$ cat src/rtl/decap_rule_pkg.sv
// decap_rule_pkg: shared types and constants for the decap rule table.
//   - AXI response codes, write/read FSM encodings, register selector.
//   - Register map offsets and CTRL field positions.
//   - Helpers to pack/unpack a rule CTRL word and to decode a register address.
// Optional feature: DECAP_RULE_MISS_CNT_EN maps the miss counter at MISS_ADDR.
package decap_rule_pkg;

   localparam logic [1:0] AXI_RESP_OK     = 2'b00;
   localparam logic [1:0] AXI_RESP_SLVERR = 2'b10;

   typedef enum logic [1:0] {WR_IDLE, WR_DATA, WR_RESP} wr_state_t;
   typedef enum logic       {RD_IDLE, RD_RESP}          rd_state_t;
   typedef enum logic [2:0] {SEL_NONE, SEL_CTRL, SEL_CNT, SEL_GLOBAL, SEL_MISS} reg_sel_t;

   localparam logic [11:0] RULE_STRIDE = 12'h010;
   localparam logic [3:0]  CTRL_OFF    = 4'h0;
   localparam logic [3:0]  CNT_OFF     = 4'h4;
   localparam logic [11:0] GLOBAL_ADDR = 12'h100;
   localparam logic [11:0] MISS_ADDR   = 12'h104;

   localparam int CTRL_EN_BIT    = 0;
   localparam int CTRL_MASK_LSB  = 8;
   localparam int CTRL_PROTO_LSB = 16;

   localparam logic [31:0] RULE0_RESET = 32'h00B2_0501;

   typedef struct packed {
      logic [7:0] proto;
      logic [7:0] mask;
      logic       en;
   } rule_ctrl_t;

   function automatic rule_ctrl_t ctrl_from_word(input logic [31:0] w);
      logic unused_w;
      unused_w             = ^{w[31:24], w[7:1]};
      ctrl_from_word.en    = w[CTRL_EN_BIT];
      ctrl_from_word.mask  = w[CTRL_MASK_LSB +: 8];
      ctrl_from_word.proto = w[CTRL_PROTO_LSB +: 8];
   endfunction

   function automatic logic [31:0] ctrl_to_word(input rule_ctrl_t c);
      ctrl_to_word                        = '0;
      ctrl_to_word[CTRL_EN_BIT]           = c.en;
      ctrl_to_word[CTRL_MASK_LSB +: 8]    = c.mask;
      ctrl_to_word[CTRL_PROTO_LSB +: 8]   = c.proto;
   endfunction

   // Rule registers occupy [0, RULE_STRIDE*nrules); only CTRL/CNT offsets exist.
   function automatic reg_sel_t decode_addr(input logic [11:0] a, input int unsigned nrules);
      decode_addr = SEL_NONE;
      if ({20'b0, a} < 32'(RULE_STRIDE) * nrules) begin
         if (a[3:0] == CTRL_OFF)     decode_addr = SEL_CTRL;
         else if (a[3:0] == CNT_OFF) decode_addr = SEL_CNT;
      end else if (a == GLOBAL_ADDR) begin
         decode_addr = SEL_GLOBAL;
      end
`ifdef DECAP_RULE_MISS_CNT_EN
      else if (a == MISS_ADDR) begin
         decode_addr = SEL_MISS;
      end
`endif
   endfunction

endpackage

$ cat src/rtl/decap_rule_table_if.sv
// decap_rule_table_if: AXI4-Lite bus bundle for the decap rule table.
//   slave modport  : used by decap_rule_table.
//   master modport : used by the bus initiator.
interface decap_rule_table_if #(
   parameter int ADDR_WIDTH = 32,
   parameter int DATA_WIDTH = 32
);
   logic [ADDR_WIDTH-1:0]   AWADDR;
   logic                    AWVALID, AWREADY;
   logic [DATA_WIDTH-1:0]   WDATA;
   logic [DATA_WIDTH/8-1:0] WSTRB;
   logic                    WVALID, WREADY;
   logic [1:0]              BRESP;
   logic                    BVALID, BREADY;
   logic [ADDR_WIDTH-1:0]   ARADDR;
   logic                    ARVALID, ARREADY;
   logic [DATA_WIDTH-1:0]   RDATA;
   logic [1:0]              RRESP;
   logic                    RVALID, RREADY;

   modport slave (
      input  AWADDR, AWVALID, WDATA, WSTRB, WVALID, BREADY, ARADDR, ARVALID, RREADY,
      output AWREADY, WREADY, BRESP, BVALID, ARREADY, RDATA, RRESP, RVALID
   );
   modport master (
      output AWADDR, AWVALID, WDATA, WSTRB, WVALID, BREADY, ARADDR, ARVALID, RREADY,
      input  AWREADY, WREADY, BRESP, BVALID, ARREADY, RDATA, RRESP, RVALID
   );
endinterface

$ cat src/rtl/decap_rule_match.sv
// decap_rule_match: combinational rule evaluation.
//   ctrl     : per-rule CTRL fields
//   glb_en   : global enable
//   src_port : 8-bit source port from tuser
//   hit/idx/proto : lowest-index hitting rule, or all zero on no hit
module decap_rule_match
   import decap_rule_pkg::*;
#(
   parameter int NUM_RULES = 4
) (
   input  rule_ctrl_t [NUM_RULES-1:0] ctrl,
   input  logic                       glb_en,
   input  logic [7:0]                 src_port,
   output logic                       hit,
   output logic [3:0]                 idx,
   output logic [7:0]                 proto
);
   logic [NUM_RULES-1:0] hit_vec;

   for (genvar g = 0; g < NUM_RULES; g++) begin : g_hit
      assign hit_vec[g] = glb_en & ctrl[g].en & (|(src_port & ctrl[g].mask));
   end

   // Scan high to low so the lowest hitting index is the last assignment.
   always_comb begin
      hit   = 1'b0;
      idx   = '0;
      proto = '0;
      for (int i = NUM_RULES - 1; i >= 0; i--) begin
         if (hit_vec[i]) begin
            hit   = 1'b1;
            idx   = 4'(i);
            proto = ctrl[i].proto;
         end
      end
   end
endmodule

$ cat src/rtl/decap_rule_table.sv
// decap_rule_table: NUM_RULES programmable decap rules behind AXI4-Lite.
//   ACLK/ARESETN   : clock, synchronous active-low reset
//   s_axis_*       : observed stream sideband/handshake (SOP detection, src port)
//   decap_begin, encap_proto, rule_idx : decision held for the whole packet
//   decision_valid : one-cycle pulse when a new decision loads
//   axi            : AXI4-Lite slave (rule CTRL/CNT, GLOBAL, optional MISS)
// Optional feature: DECAP_RULE_MISS_CNT_EN adds a saturating miss counter at 0x104.
module decap_rule_table
   import decap_rule_pkg::*;
#(
   parameter int DATA_WIDTH           = 32,
   parameter int ADDR_WIDTH           = 32,
   parameter int C_S_AXIS_TUSER_WIDTH = 128,
   parameter int SRC_PORT_POS         = 16,
   parameter int NUM_RULES            = 4,
   parameter int CNT_WIDTH            = 32
) (
   input  logic                            ACLK,
   input  logic                            ARESETN,
   input  logic [C_S_AXIS_TUSER_WIDTH-1:0] s_axis_tuser,
   input  logic                            s_axis_tvalid,
   input  logic                            s_axis_tready,
   input  logic                            s_axis_tlast,
   output logic                            decap_begin,
   output logic [7:0]                      encap_proto,
   output logic [3:0]                      rule_idx,
   output logic                            decision_valid,
   decap_rule_table_if.slave               axi
);
   wr_state_t wr_state_q, wr_state_d;
   rd_state_t rd_state_q, rd_state_d;
   logic [11:0] waddr_q, waddr_d, raddr_q, raddr_d;
   logic [1:0]  bresp_q, bresp_d;
   rule_ctrl_t [NUM_RULES-1:0] ctrl_q, ctrl_d;
   logic glb_en_q, glb_en_d;
   logic [NUM_RULES-1:0][CNT_WIDTH-1:0] cnt_q, cnt_d;
`ifdef DECAP_RULE_MISS_CNT_EN
   logic [CNT_WIDTH-1:0] miss_q, miss_d;
`endif
   logic sop_pending_q, sop_pending_d;
   logic decap_q, decap_d, dvalid_q, dvalid_d;
   logic [7:0] proto_q, proto_d;
   logic [3:0] idx_q, idx_d;

   logic [31:0] rdata;
   logic [1:0]  rresp;
   logic        m_hit, beat, sop, wr_fire;
   logic [3:0]  m_idx;
   logic [7:0]  m_proto;
   reg_sel_t    wsel, rsel;

   logic unused_ok;
   assign unused_ok = ^{s_axis_tuser, axi.AWADDR[ADDR_WIDTH-1:12],
                        axi.ARADDR[ADDR_WIDTH-1:12], axi.WSTRB};

   decap_rule_match #(.NUM_RULES(NUM_RULES)) u_match (
      .ctrl     (ctrl_q),
      .glb_en   (glb_en_q),
      .src_port (s_axis_tuser[SRC_PORT_POS +: 8]),
      .hit      (m_hit),
      .idx      (m_idx),
      .proto    (m_proto)
   );

   assign beat    = s_axis_tvalid & s_axis_tready;
   assign sop     = beat & sop_pending_q;
   assign wsel    = decode_addr(waddr_q, NUM_RULES);
   assign rsel    = decode_addr(raddr_q, NUM_RULES);
   assign wr_fire = (wr_state_q == WR_DATA) & axi.WVALID;

   // Write channel, config registers and counters.
   always_comb begin
      wr_state_d = wr_state_q;
      waddr_d    = waddr_q;
      bresp_d    = bresp_q;
      ctrl_d     = ctrl_q;
      glb_en_d   = glb_en_q;
      cnt_d      = cnt_q;
      case (wr_state_q)
         WR_IDLE: if (axi.AWVALID) begin
            waddr_d    = axi.AWADDR[11:0];
            wr_state_d = WR_DATA;
         end
         WR_DATA: if (axi.WVALID) begin
            bresp_d    = (wsel == SEL_NONE) ? AXI_RESP_SLVERR : AXI_RESP_OK;
            wr_state_d = WR_RESP;
         end
         WR_RESP: if (axi.BREADY) wr_state_d = WR_IDLE;
         default: wr_state_d = WR_IDLE;
      endcase
      if (wr_fire && wsel == SEL_GLOBAL) glb_en_d = axi.WDATA[0];
      for (int i = 0; i < NUM_RULES; i++) begin
         if (wr_fire && wsel == SEL_CTRL && waddr_q[7:4] == 4'(i))
            ctrl_d[i] = ctrl_from_word(axi.WDATA[31:0]);
         // Clear first, then increment: a coincident clear and hit yields 1.
         if (wr_fire && wsel == SEL_CNT && waddr_q[7:4] == 4'(i))
            cnt_d[i] = '0;
         if (sop && m_hit && m_idx == 4'(i) && cnt_d[i] != '1)
            cnt_d[i] = cnt_d[i] + 1'b1;
      end
   end

`ifdef DECAP_RULE_MISS_CNT_EN
   always_comb begin
      miss_d = miss_q;
      if (wr_fire && wsel == SEL_MISS) miss_d = '0;
      if (sop && !m_hit && miss_d != '1) miss_d = miss_d + 1'b1;
   end
`endif

   // Read channel; data decoded live from the latched address.
   always_comb begin
      rd_state_d = rd_state_q;
      raddr_d    = raddr_q;
      rdata      = '0;
      rresp      = AXI_RESP_OK;
      case (rd_state_q)
         RD_IDLE: if (axi.ARVALID) begin
            raddr_d    = axi.ARADDR[11:0];
            rd_state_d = RD_RESP;
         end
         RD_RESP: if (axi.RREADY) rd_state_d = RD_IDLE;
         default: rd_state_d = RD_IDLE;
      endcase
      case (rsel)
         SEL_CTRL: for (int i = 0; i < NUM_RULES; i++)
            if (raddr_q[7:4] == 4'(i)) rdata = ctrl_to_word(ctrl_q[i]);
         SEL_CNT: for (int i = 0; i < NUM_RULES; i++)
            if (raddr_q[7:4] == 4'(i)) rdata = 32'(cnt_q[i]);
         SEL_GLOBAL: rdata = {31'b0, glb_en_q};
`ifdef DECAP_RULE_MISS_CNT_EN
         SEL_MISS: rdata = 32'(miss_q);
`endif
         default: rresp = AXI_RESP_SLVERR;
      endcase
   end

   // Packet tracking and decision register.
   always_comb begin
      sop_pending_d = beat ? s_axis_tlast : sop_pending_q;
      decap_d       = decap_q;
      proto_d       = proto_q;
      idx_d         = idx_q;
      dvalid_d      = sop;
      if (sop) begin
         decap_d = m_hit;
         proto_d = m_proto;
         idx_d   = m_idx;
      end
   end

   always_ff @(posedge ACLK) begin
      if (!ARESETN) begin
         wr_state_q    <= WR_IDLE;
         rd_state_q    <= RD_IDLE;
         waddr_q       <= '0;
         raddr_q       <= '0;
         bresp_q       <= AXI_RESP_OK;
         for (int i = 0; i < NUM_RULES; i++)
            ctrl_q[i]  <= (i == 0) ? ctrl_from_word(RULE0_RESET) : '0;
         glb_en_q      <= 1'b1;
         cnt_q         <= '0;
`ifdef DECAP_RULE_MISS_CNT_EN
         miss_q        <= '0;
`endif
         sop_pending_q <= 1'b1;
         decap_q       <= 1'b0;
         proto_q       <= '0;
         idx_q         <= '0;
         dvalid_q      <= 1'b0;
      end else begin
         wr_state_q    <= wr_state_d;
         rd_state_q    <= rd_state_d;
         waddr_q       <= waddr_d;
         raddr_q       <= raddr_d;
         bresp_q       <= bresp_d;
         ctrl_q        <= ctrl_d;
         glb_en_q      <= glb_en_d;
         cnt_q         <= cnt_d;
`ifdef DECAP_RULE_MISS_CNT_EN
         miss_q        <= miss_d;
`endif
         sop_pending_q <= sop_pending_d;
         decap_q       <= decap_d;
         proto_q       <= proto_d;
         idx_q         <= idx_d;
         dvalid_q      <= dvalid_d;
      end
   end

   assign decap_begin    = decap_q;
   assign encap_proto    = proto_q;
   assign rule_idx       = idx_q;
   assign decision_valid = dvalid_q;

   assign axi.AWREADY = (wr_state_q == WR_IDLE);
   assign axi.WREADY  = (wr_state_q == WR_DATA);
   assign axi.BVALID  = (wr_state_q == WR_RESP);
   assign axi.BRESP   = bresp_q;
   assign axi.ARREADY = (rd_state_q == RD_IDLE);
   assign axi.RVALID  = (rd_state_q == RD_RESP);
   assign axi.RDATA   = rdata;
   assign axi.RRESP   = rresp;
endmodule

$ cat src/flat_wrapper.sv
// flat-port wrapper written by rule: the top's interface ports become plain ports
module decap_rule_table_flat import decap_rule_pkg::*;
#(
   parameter int DATA_WIDTH           = 32,
   parameter int ADDR_WIDTH           = 32,
   parameter int C_S_AXIS_TUSER_WIDTH = 128,
   parameter int SRC_PORT_POS         = 16,
   parameter int NUM_RULES            = 4,
   parameter int CNT_WIDTH            = 32
)
  (ACLK, ARESETN, s_axis_tuser, s_axis_tvalid, s_axis_tready, s_axis_tlast, decap_begin, encap_proto, rule_idx, decision_valid, axi_AWADDR, axi_AWVALID, axi_WDATA, axi_WSTRB, axi_WVALID, axi_BREADY, axi_ARADDR, axi_ARVALID, axi_RREADY, axi_AWREADY, axi_WREADY, axi_BRESP, axi_BVALID, axi_ARREADY, axi_RDATA, axi_RRESP, axi_RVALID);
  decap_rule_table_if #(.ADDR_WIDTH(ADDR_WIDTH), .DATA_WIDTH(DATA_WIDTH)) axi_i ();
  input  logic ACLK;
  input  logic ARESETN;
  input  logic [C_S_AXIS_TUSER_WIDTH-1:0] s_axis_tuser;
  input  logic s_axis_tvalid;
  input  logic s_axis_tready;
  input  logic s_axis_tlast;
  output logic decap_begin;
  output logic [7:0] encap_proto;
  output logic [3:0] rule_idx;
  output logic decision_valid;
  input wire logic [$bits(axi_i.AWADDR)-1:0] axi_AWADDR;
  input wire logic [$bits(axi_i.AWVALID)-1:0] axi_AWVALID;
  input wire logic [$bits(axi_i.WDATA)-1:0] axi_WDATA;
  input wire logic [$bits(axi_i.WSTRB)-1:0] axi_WSTRB;
  input wire logic [$bits(axi_i.WVALID)-1:0] axi_WVALID;
  input wire logic [$bits(axi_i.BREADY)-1:0] axi_BREADY;
  input wire logic [$bits(axi_i.ARADDR)-1:0] axi_ARADDR;
  input wire logic [$bits(axi_i.ARVALID)-1:0] axi_ARVALID;
  input wire logic [$bits(axi_i.RREADY)-1:0] axi_RREADY;
  output wire logic [$bits(axi_i.AWREADY)-1:0] axi_AWREADY;
  output wire logic [$bits(axi_i.WREADY)-1:0] axi_WREADY;
  output wire logic [$bits(axi_i.BRESP)-1:0] axi_BRESP;
  output wire logic [$bits(axi_i.BVALID)-1:0] axi_BVALID;
  output wire logic [$bits(axi_i.ARREADY)-1:0] axi_ARREADY;
  output wire logic [$bits(axi_i.RDATA)-1:0] axi_RDATA;
  output wire logic [$bits(axi_i.RRESP)-1:0] axi_RRESP;
  output wire logic [$bits(axi_i.RVALID)-1:0] axi_RVALID;
  assign axi_i.AWADDR = axi_AWADDR;
  assign axi_i.AWVALID = axi_AWVALID;
  assign axi_i.WDATA = axi_WDATA;
  assign axi_i.WSTRB = axi_WSTRB;
  assign axi_i.WVALID = axi_WVALID;
  assign axi_i.BREADY = axi_BREADY;
  assign axi_i.ARADDR = axi_ARADDR;
  assign axi_i.ARVALID = axi_ARVALID;
  assign axi_i.RREADY = axi_RREADY;
  assign axi_AWREADY = axi_i.AWREADY;
  assign axi_WREADY = axi_i.WREADY;
  assign axi_BRESP = axi_i.BRESP;
  assign axi_BVALID = axi_i.BVALID;
  assign axi_ARREADY = axi_i.ARREADY;
  assign axi_RDATA = axi_i.RDATA;
  assign axi_RRESP = axi_i.RRESP;
  assign axi_RVALID = axi_i.RVALID;
  decap_rule_table #(.DATA_WIDTH(DATA_WIDTH), .ADDR_WIDTH(ADDR_WIDTH), .C_S_AXIS_TUSER_WIDTH(C_S_AXIS_TUSER_WIDTH), .SRC_PORT_POS(SRC_PORT_POS), .NUM_RULES(NUM_RULES), .CNT_WIDTH(CNT_WIDTH)) u_core (.ACLK(ACLK), .ARESETN(ARESETN), .s_axis_tuser(s_axis_tuser), .s_axis_tvalid(s_axis_tvalid), .s_axis_tready(s_axis_tready), .s_axis_tlast(s_axis_tlast), .decap_begin(decap_begin), .encap_proto(encap_proto), .rule_idx(rule_idx), .decision_valid(decision_valid), .axi(axi_i));
endmodule
$ cat config.mk
export PLATFORM = sky130hd
export DESIGN_NAME = decap_rule_table_flat
export DESIGN_NICKNAME = d
export VERILOG_FILES = /design/src/rtl/decap_rule_pkg.sv /design/src/rtl/decap_rule_table_if.sv /design/src/rtl/decap_rule_match.sv /design/src/rtl/decap_rule_table.sv /design/src/flat_wrapper.sv
export SDC_FILE = /design/constraint.sdc
export NUM_CORES = 1
export LEC_CHECK = 0
export CAP_MARGIN = 10
export CORE_ASPECT_RATIO = 1.25
export CORE_MARGIN = 4
export CORE_UTILIZATION = 35
export CTS_CLUSTER_DIAMETER = 100
export CTS_CLUSTER_SIZE = 20
export DETAILED_ROUTE_END_ITERATION = 10
export HOLD_SLACK_MARGIN = 0.08
export MAX_ROUTING_LAYER = met4
export SLEW_MARGIN = 10
export SYNTH_ARGS = -nofsm -noshare
export SYNTH_HDL_FRONTEND = slang
export SYNTH_HIERARCHICAL = 1
export SYNTH_SLANG_ARGS = --single-unit
export TNS_END_PERCENT = 10
$ cat constraint.sdc
create_clock -name ACLK -period 7.2 [get_ports ACLK]
set_input_delay 1.44 -clock ACLK [delete_from_list [all_inputs] [get_ports ACLK]]
set_output_delay 1.44 -clock ACLK [all_outputs]
set_load 0.05 [all_outputs]
# Yosys cells after proc, flatten, opt, wreduce, memory -nomap -nowiden
# Cells that the tools add are included.
# word_totals
regBits	241
out_inout_bits	55
word_cells	159
# op_classes
addsub	4
magnitude_cmp	2
eq_ne	28
mux	46
bitwise_logic	16
reduce_logical	36
# ops
cell	count
2-to-1 mux 32 bit	12
adder 32 x 1 -> 32 bit, second input constant	4
!= test 32 bit, second input constant	4
2-to-1 mux 24 bit	4
one-hot mux 32 bit (3 select lines)	1
AND 8 bit	4
2-to-1 mux 8 bit	4
OR reduction 8 bit	4
equality test 12 x 9 -> 1 bit, second input constant	2
equality test 4 x 2 -> 1 bit, second input constant	6
less-than comparator 12 x 7 -> 1 bit, second input constant	2
logical AND 1 bit	20
zero test 4 bit	5
2-to-1 mux 2 bit	10
equality test 3 x 2 -> 1 bit, second input constant	4
equality test 4 x 1 -> 1 bit, second input constant	3
2-to-1 mux 3 bit	4
2-to-1 mux 4 bit	3
AND 1 bit	11
equality test 4 x 3 -> 1 bit, second input constant	2
equality test 3 x 1 -> 1 bit, second input constant	2
2-to-1 mux 1 bit	6
!= test 2 bit, second input constant	3
one-hot mux 2 bit (3 select lines)	1
other kinds (9)	11

# Longest topological paths before layout
# Gate-level depths: netlist (run 1).
# logic_depth
depth_word	11
depth_mapped	13

# By module
# Netlist (run 1), hierarchy kept.
# by_module_without_submodules
mod	n_inst	cells_each	area_per_inst_um2	seq_area_each_um2
decap_rule_table	1	1567	12584.6	4804.6
decap_rule_match	1	78	529.3	0.0

# Worst setup path before layout (run 1)
# Ideal clock, no wire load.
# synth_path
kind	input port to flip-flop
start	input port s_axis_tuser[19]
end	register u_core/cnt_q[124] (netlist bit)
setup_ns	0.070
arrival_time_ns	4.259
path_slack_ns	2.871
cell_stages	11
path_cell_list	a22oi_1 > nand4_1 > and3_1 > buf_4 > nor3_1 > nand4_1 > or2_1 > clkbuf_1 > or3_1 > or4_1 > a21oi_1
# synth_between
elab_chain_cells	11
# synth_rtl
item	line_no	text
from (decl)	flat_wrapper.sv:15	input logic [C_S_AXIS_TUSER_WIDTH-1:0] s_axis_tuser;
AND 8 bit	decap_rule_match.sv:21	assign hit_vec[g] = glb_en & ctrl[g].en & (|(src_port & ctrl[g].mask));
OR reduction 8 bit	decap_rule_match.sv:21	
AND 1 bit	decap_rule_match.sv:21	
2-to-1 mux 2 bit	decap_rule_match.sv:30	if (hit_vec[i]) begin
2-to-1 mux 4 bit (2 in series)	decap_rule_match.sv:30	
2-to-1 mux 4 bit (*)	decap_rule_match.sv:30	
named net u_core.m_idx[1]	decap_rule_table.sv:48	logic [3:0] m_idx;
equality test 4 x 2 -> 1 bit (*)	decap_rule_table.sv:98	if (sop && m_hit && m_idx == 4'(i) && cnt_d[i] != '1)
logical AND 1 bit (*) (2 in series)	decap_rule_table.sv:98	
2-to-1 mux 32 bit (*)	decap_rule_table.sv:98	
to (signal assigned)	decap_rule_table.sv:179	cnt_q <= cnt_d;
to (decl)	decap_rule_table.sv:36	logic [NUM_RULES-1:0][CNT_WIDTH-1:0] cnt_q, cnt_d;
# Mark *: on every way through the listed nets, which the timed path passes. The rest lies on a longest branch.
# A chain may end at the register's enable or synchronous reset.

# Worst setup path after layout (run 1)
# layout_path
start	register u_core.raddr_q[4]
end	output port axi_RDATA[0]
# layout_between
elab_chain_cells	6
# layout_rtl
item	line_no	text
from (decl)	decap_rule_table.sv:32	logic [11:0] waddr_q, waddr_d, raddr_q, raddr_d;
from (signal assigned)	decap_rule_table.sv:175	raddr_q <= raddr_d;
branches (longest 5 deep; another with less-than comparator 12 x 7 -> 1 bit)	n/a	
one-hot mux 32 bit (3 select lines) (*)	decap_rule_table.sv:125	case (rsel)
to (decl)	flat_wrapper.sv:37	output wire logic [$bits(axi_i.RDATA)-1:0] axi_RDATA;
# Every way passes the cells marked *.

==> results.cfg, run 1 <==
[pwr]
p_leak_uw = 0.00449
p_per_area_mw_per_mm2 = 168
ir_drop_mv = 0.119

[floorplanning]
die_area_mm2 = 0.0406
die_y_um = 224
dieWidth_um = 181
fp-row-count = 79
io_pins = 293
start_util_pct = 35.3
core_area_mm2 = 0.0372

[setup_path]
slowest_stage = dfxtp_2
r2r_cells = 9
r2r_slack_ps = 3160
end_kind = primary output
r2r_start = u_core/ctrl_q[41]
crit_family = buffers and inverters
slowest_delay_ps = 860
r2r-end = u_core/cnt_q[53]
crit_type = register to primary output
cp_common_cell = a22oi_1
crit_required_ps = 5760
crit_path_start_kind = register
cp_max_fo = 49
cp_num_buf_inv = 2
path_cells = nor4b_2, buf_4, a22oi_1, o21ai_0, a22oi_1, o22ai_1, clkdlybuf4s50_1
worst_ep_arrival_time_ps = 3950

[cells_and_area]
fin_nets = 1923
n_antenna_cell = 0
finalNonFillerCells = 2170
syn_to_final_growth_pct = 14.0
drive_gt1_share_pct = 4.39
finish.utilization_pct = 40.2
final_area_mm2 = 0.0149

[clocking]
clockRootBuffer = clkbuf_16
post-cts-setup-buffer-count = 0
cts_sinks = 240
clkTransAtPathRegs_ps = 90
clk_latency_ps = 510
hold_buffers = 0
post_cts_resized = 0
cts.path.max_buffers = 3
cts_tree = done
cts_max_level = 1
cts_made_buffers = 15

[global_routing]
gr-total-overflow = 0
grt_pass1_wl_um = 68300
grt_use_total_pct = 21.1
grt_pass1_vias = 12000
grt_max_degree = 64
antenna_found_initial = 0

[timing]
hold_violations = 0
fin_hold_ws_ps = 454
worst-slew-pin-transition_ps = 1270
min_period_ps = 5390
fin_skew_ps = 21.9
finalMaxSlewViolations = 0
slew_headroom_pct = 15.5
finalCritPeriodShare_pct = 74.9
setup_violations = 0
fin_tns_setup_ps = 0
fmax_ghz = 0.185
rsz0062_at_grt = no

[synth]
ys_ff_latch = 240
avgSynthCellArea_um2 = 7.97
ys.flop_type = dfxtp_1
yosys_warnings = 6
synth_edf_count = 0
yosysUniqueCellTypes = 81
async_flop_share_pct = 0
ys_seq_area_share_pct = 36.6
syn_area_mm2 = 0.0131
synthCells = 1645

[hold_path]
hold_end = u_core/raddr_q[9]
hold_path.class = register to register
hold_start = u_core/raddr_q[9]
hold_path_depth = 2

[status]
status = completed

[drt]
vias = 13000
drt_iter0_markers = 1339
drc = 0
drtPass1Iterations = 6
via_per_inst = 5.97
drt-total-wl_um = 44100
ant_nets = 0
wire_per_inst_um = 20.3

[flow_run]
drv_cap = 0

[placement]
postPlaceCellArea_mm2 = 0.0146
hpwlAfterDp_um = 31500
globalplace.congestion = 0.888
io_buffers = 111
dp.cells = 2154
kinds of logic (layout without fill, tap and decap cells):
| logic type | after synthesis | after routing | synth area share, % |
|---|---|---|---|
| buffers and inverters | 132 | 169 | 4.18 |
| AND/OR/NAND/NOR | 705 | 705 | 27.2 |
| AO/OA/AOI/OAI | 450 | 450 | 23.1 |
| multiplexers | 113 | 113 | 8.63 |
| other | 2 | 4 | 0.0573 |
| flip-flops | 240 | 240 | 36.6 |
| XOR/XNOR | 3 | 3 | 0.200 |
cell usage after synthesis (all sizes together), types with 21 or more instances:
master | n | area share (%)
a21o | 21 | 1.2
a21oi | 169 | 6.4
a221oi | 48 | 3.2
and3 | 29 | 1.4
buf | 22 | 0.95
clkbuf | 91 | 2.7
dfxtp | 240 | 37
mux2i | 113 | 8.6
nand2 | 243 | 7.0
nand3 | 68 | 2.6
nand4 | 50 | 2.4
nor2 | 133 | 3.8
nor3 | 33 | 1.5
o211ai | 21 | 1.3
o21ai | 45 | 1.7
o31ai | 43 | 2.5
or3 | 32 | 1.5
or4 | 36 | 2.1
layer usage:
layer | part of all wire (%) | track usage, % | up-vias
met2 | 47 | 34.7 | 461
met3 | 6.3 | 2.35 | 68
met4 | 3.0 | 6.30 | 0
met5 | 0 | - | -
met1 | 43 | 27.7 | 6194
li1 | - | - | 6229
cell type report:
class / count / area [µm²]
timing repair buffer: 134 / 1280
inverter: 19 / 73.8
clock buffer: 15 / 375
fill: 3842 / 22200
clock inverter: 1 / 8.76
multi-input combinational: 1275 / 7790
tap: 486 / 608
sequential: 240 / 4810
worst max-delay path by stage:
stage / depth (start not counted) / slack (ps) / startpoint / endpoint
2_1_floorplan: 11 / 2870 / s_axis_tuser[19] / u_core/cnt_q[124]
3_3_place_gp: 10 / 1700 / s_axis_tuser[22] / u_core/cnt_q[57]
3_5_place_dp: 10 / 1610 / s_axis_tuser[22] / u_core/cnt_q[53]
4_1_cts: 7 / 1870 / u_core/raddr_q[4] / axi_RDATA[0]
5_1_grt: 7 / 1680 / u_core/raddr_q[4] / axi_RDATA[0]
6_report: 7 / 1810 / u_core/raddr_q[4] / axi_RDATA[0]
state kept, by name, indices dropped and copies added, names as in the netlist:
register	flops
u_core/cnt_q	128
u_core/axi.RVALID	1
u_core/rule_idx	4
u_core/wr_state_q	2
u_core/ctrl_q	68
u_core/decision_valid	1
u_core/axi.BRESP	1
u_core/raddr_q	12
u_core/sop_pending_q	1
u_core/waddr_q	12
u_core/glb_en_q	1
u_core/decap_begin	1
u_core/encap_proto	8
worst register-to-register path, stage by stage, from the launching register on:
cell     delay (ps)
dfxtp_1         330
a22o_1          280
o41ai_4         690
nand2_1         150
a21oi_1         470
and4b_1         390
nand4_1         250
a211o_1         630
or4_1           640
a21oi_1         140
layout by cell type, fill, tap and decap left out, types with 15 or more instances in the layout:
cell type	synthesis	layout
and3_1	29	29
a21oi_1	169	169
o211ai_1	19	19
o22ai_1	17	17
or3_1	32	32
clkdlybuf4s50_1	0	111
nand3_1	67	67
mux2i_1	113	113
nand2_1	243	243
a221oi_1	48	48
buf_4	5	23
dfxtp_1	240	239
clkbuf_16	0	15
or4_1	36	36
nor3_1	28	26
a21o_1	21	21
o21ai_0	43	42
and4_1	18	18
nand4_1	49	49
a22oi_1	15	15
nand2b_1	16	16
nor2_1	133	133
o31ai_1	42	42
inv_1	19	18
through the flow:
stage | setup WS [ps] | power, µW
4_1_cts | 1870 | 2540
5_1_grt | 1680 | 2590
3_3_place_gp | 1700 | 1690
2_1_floorplan | 2870 | 1570
3_5_place_dp | 1610 | 1700
6_report | 1810 | 2510
power breakdown:
part	internal, µW	switching (µW)	total (µW)
logic	99.8	207	306
registers	1340	18.6	1360
clock network	377	467	844
Note: power is estimated with default switching activity, not from simulation.
==> inputs of run 2 (changes only) <==
- clock period: 7.2 -> 5.18 ns (I/O delays scaled with it)
==> results.cfg, run 2 (synthesized netlist as in run 1, its figures left out) <==
[status]
status = completed

[cells_and_area]
largest_register_ffs = 128
drive_gt1_share_pct = 5.24
final_common_cell = nand2_1
largestRegisters = u_core/cnt_q x128, u_core/ctrl_q x68
syn_to_final_growth_pct = 14.9
final_area_mm2 = 0.0151
n_antenna_cell = 0
fin_nets = 1939
regMostFlops = u_core/cnt_q
final_cell_mix = 243 x nand2_1, 239 x dfxtp_1, 169 x a21oi_1

[placement]
io_buffers = 111
hpwlAfterDp_um = 32200
globalplace.congestion = 0.965
postPlaceCellArea_mm2 = 0.0147

[global_routing]
gr-total-overflow = 0
grt_max_degree = 85
grt_pass1_wl_um = 68400
grt_pass1_vias = 12200
antenna_found_initial = 0
grt_use_total_pct = 21.3

[timing]
fmax_ghz = 0.212
setup_violations = 0
rsz0062_at_grt = no
finalMaxSlewViolations = 0
worst-slew-pin-transition_ps = 1310
slew_headroom_pct = 12.8
fin_tns_setup_ps = 0
fin_skew_ps = 26.1
min_period_ps = 4730
finalCritPeriodShare_pct = 91.3
hold_violations = 0

[floorplanning]
die_area_mm2 = 0.0406
dieWidth_um = 181
die_y_um = 224
fp-row-count = 79
start_util_pct = 35.3
core_area_mm2 = 0.0372
io_pins = 293

[drt]
wire_per_inst_um = 20.3
drc = 0
vias = 13100
top_layer_used = met4
drt_iter0_markers = 1335
via_per_inst = 5.98
ant_nets = 0
drtPass1Iterations = 6
wl_met2_um = 20400
drt-total-wl_um = 44300
wl_met1_um = 19300
wl_met3_um = 2630

[setup_path]
slowest_delay_ps = 770
crit_required_ps = 4140
slowest_stage = clkdlybuf4s50_1
crit_type = register to primary output
cp_num_buf_inv = 2
end_kind = primary output
crit_family = buffers and inverters
crit_path_start_kind = register
worst_ep_arrival_time_ps = 3690
cp_max_fo = 36
path_cells = nor2_1, nand2_1, buf_4, nor2_1, a221oi_1, o22ai_1, clkdlybuf4s50_1
cp_common_cell = nor2_1

[clocking]
post_cts_resized = 0
cts_sinks = 240
clkTransAtPathRegs_ps = 80
clockRootBuffer = clkbuf_16
cts_max_level = 1
cts_tree = done
clk_latency_ps = 500
cts_made_buffers = 15
cts.path.max_buffers = 3
hold_buffers = 0
post-cts-setup-buffer-count = 0

[pwr]
p_leak_uw = 0.00457
p_per_area_mw_per_mm2 = 231
total_power_uw = 3470
ir_drop_mv = 0.200

[hold_path]
hold_path.class = register to register

[flow_run]
drv_cap = 0
[run 2: changes by cell type in the layout (fill, tap and decap cells not counted), sizes merged]
| cell | delta |
|---|---|
| buf | +16 |
| inv | -1 |
[run 2: path summary, 6_finish.rpt]
check	to	slack, ps	depth (start not counted)	start
max	axi_RDATA[21]	450	7	u_core/raddr_q[6]
max reg2reg	u_core/cnt_q[85]	1390	9	u_core/glb_en_q
min reg2reg	u_core/raddr_q[11]	460	2	u_core/raddr_q[11]
min	u_core/raddr_q[11]	460	2	u_core/raddr_q[11]
[run 2: cell type report]
| class | count | area [µm²] |
|---|---|---|
| clock buffer | 15 | 375 |
| multi-input combinational | 1275 | 7790 |
| fill | 3837 | 22100 |
| inverter | 19 | 73.8 |
| timing repair buffer | 150 | 1420 |
| sequential | 240 | 4810 |
| tap | 486 | 608 |
[run 2: worst reg2reg max path, delay by kind of cell, from the launching register on]
| kind | cells | cell delay (ps) |
|---|---|---|
| and+or+nand+nor | 6 | 2220 |
| AOI/OAI and AO/OA | 3 | 1000 |
| DFF | 1 | 510 |
[run 2: per-layer routing]
layer  track usage [%]  vias to the layer above
met4              8.33                        0
met1              27.3                     6236
li1                  -                     6272
met5                 -                        -
met2              34.5                      465
met3              2.56                       90
[run 2: report_power, final]
part           switching, µW  internal, µW  total [µW]
clock                    632           520        1150
combinational            295           143         437
sequential              21.7          1860        1890
total                    948          2530        3470
[run 2: per-stage QoR]
stage | hold slack (ps) | instances | setup slack (ps) | util, %
after floorplan | 431 | 1647 | 1250 | -
after global placement | 441 | 2170 | 387 | 39.5
after detailed placement | 448 | 2170 | 410 | 39.5
after CTS | 461 | 2185 | 552 | 40.6
after global routing | 479 | 2185 | 348 | 40.6
final | 462 | 2185 | 452 | 40.6
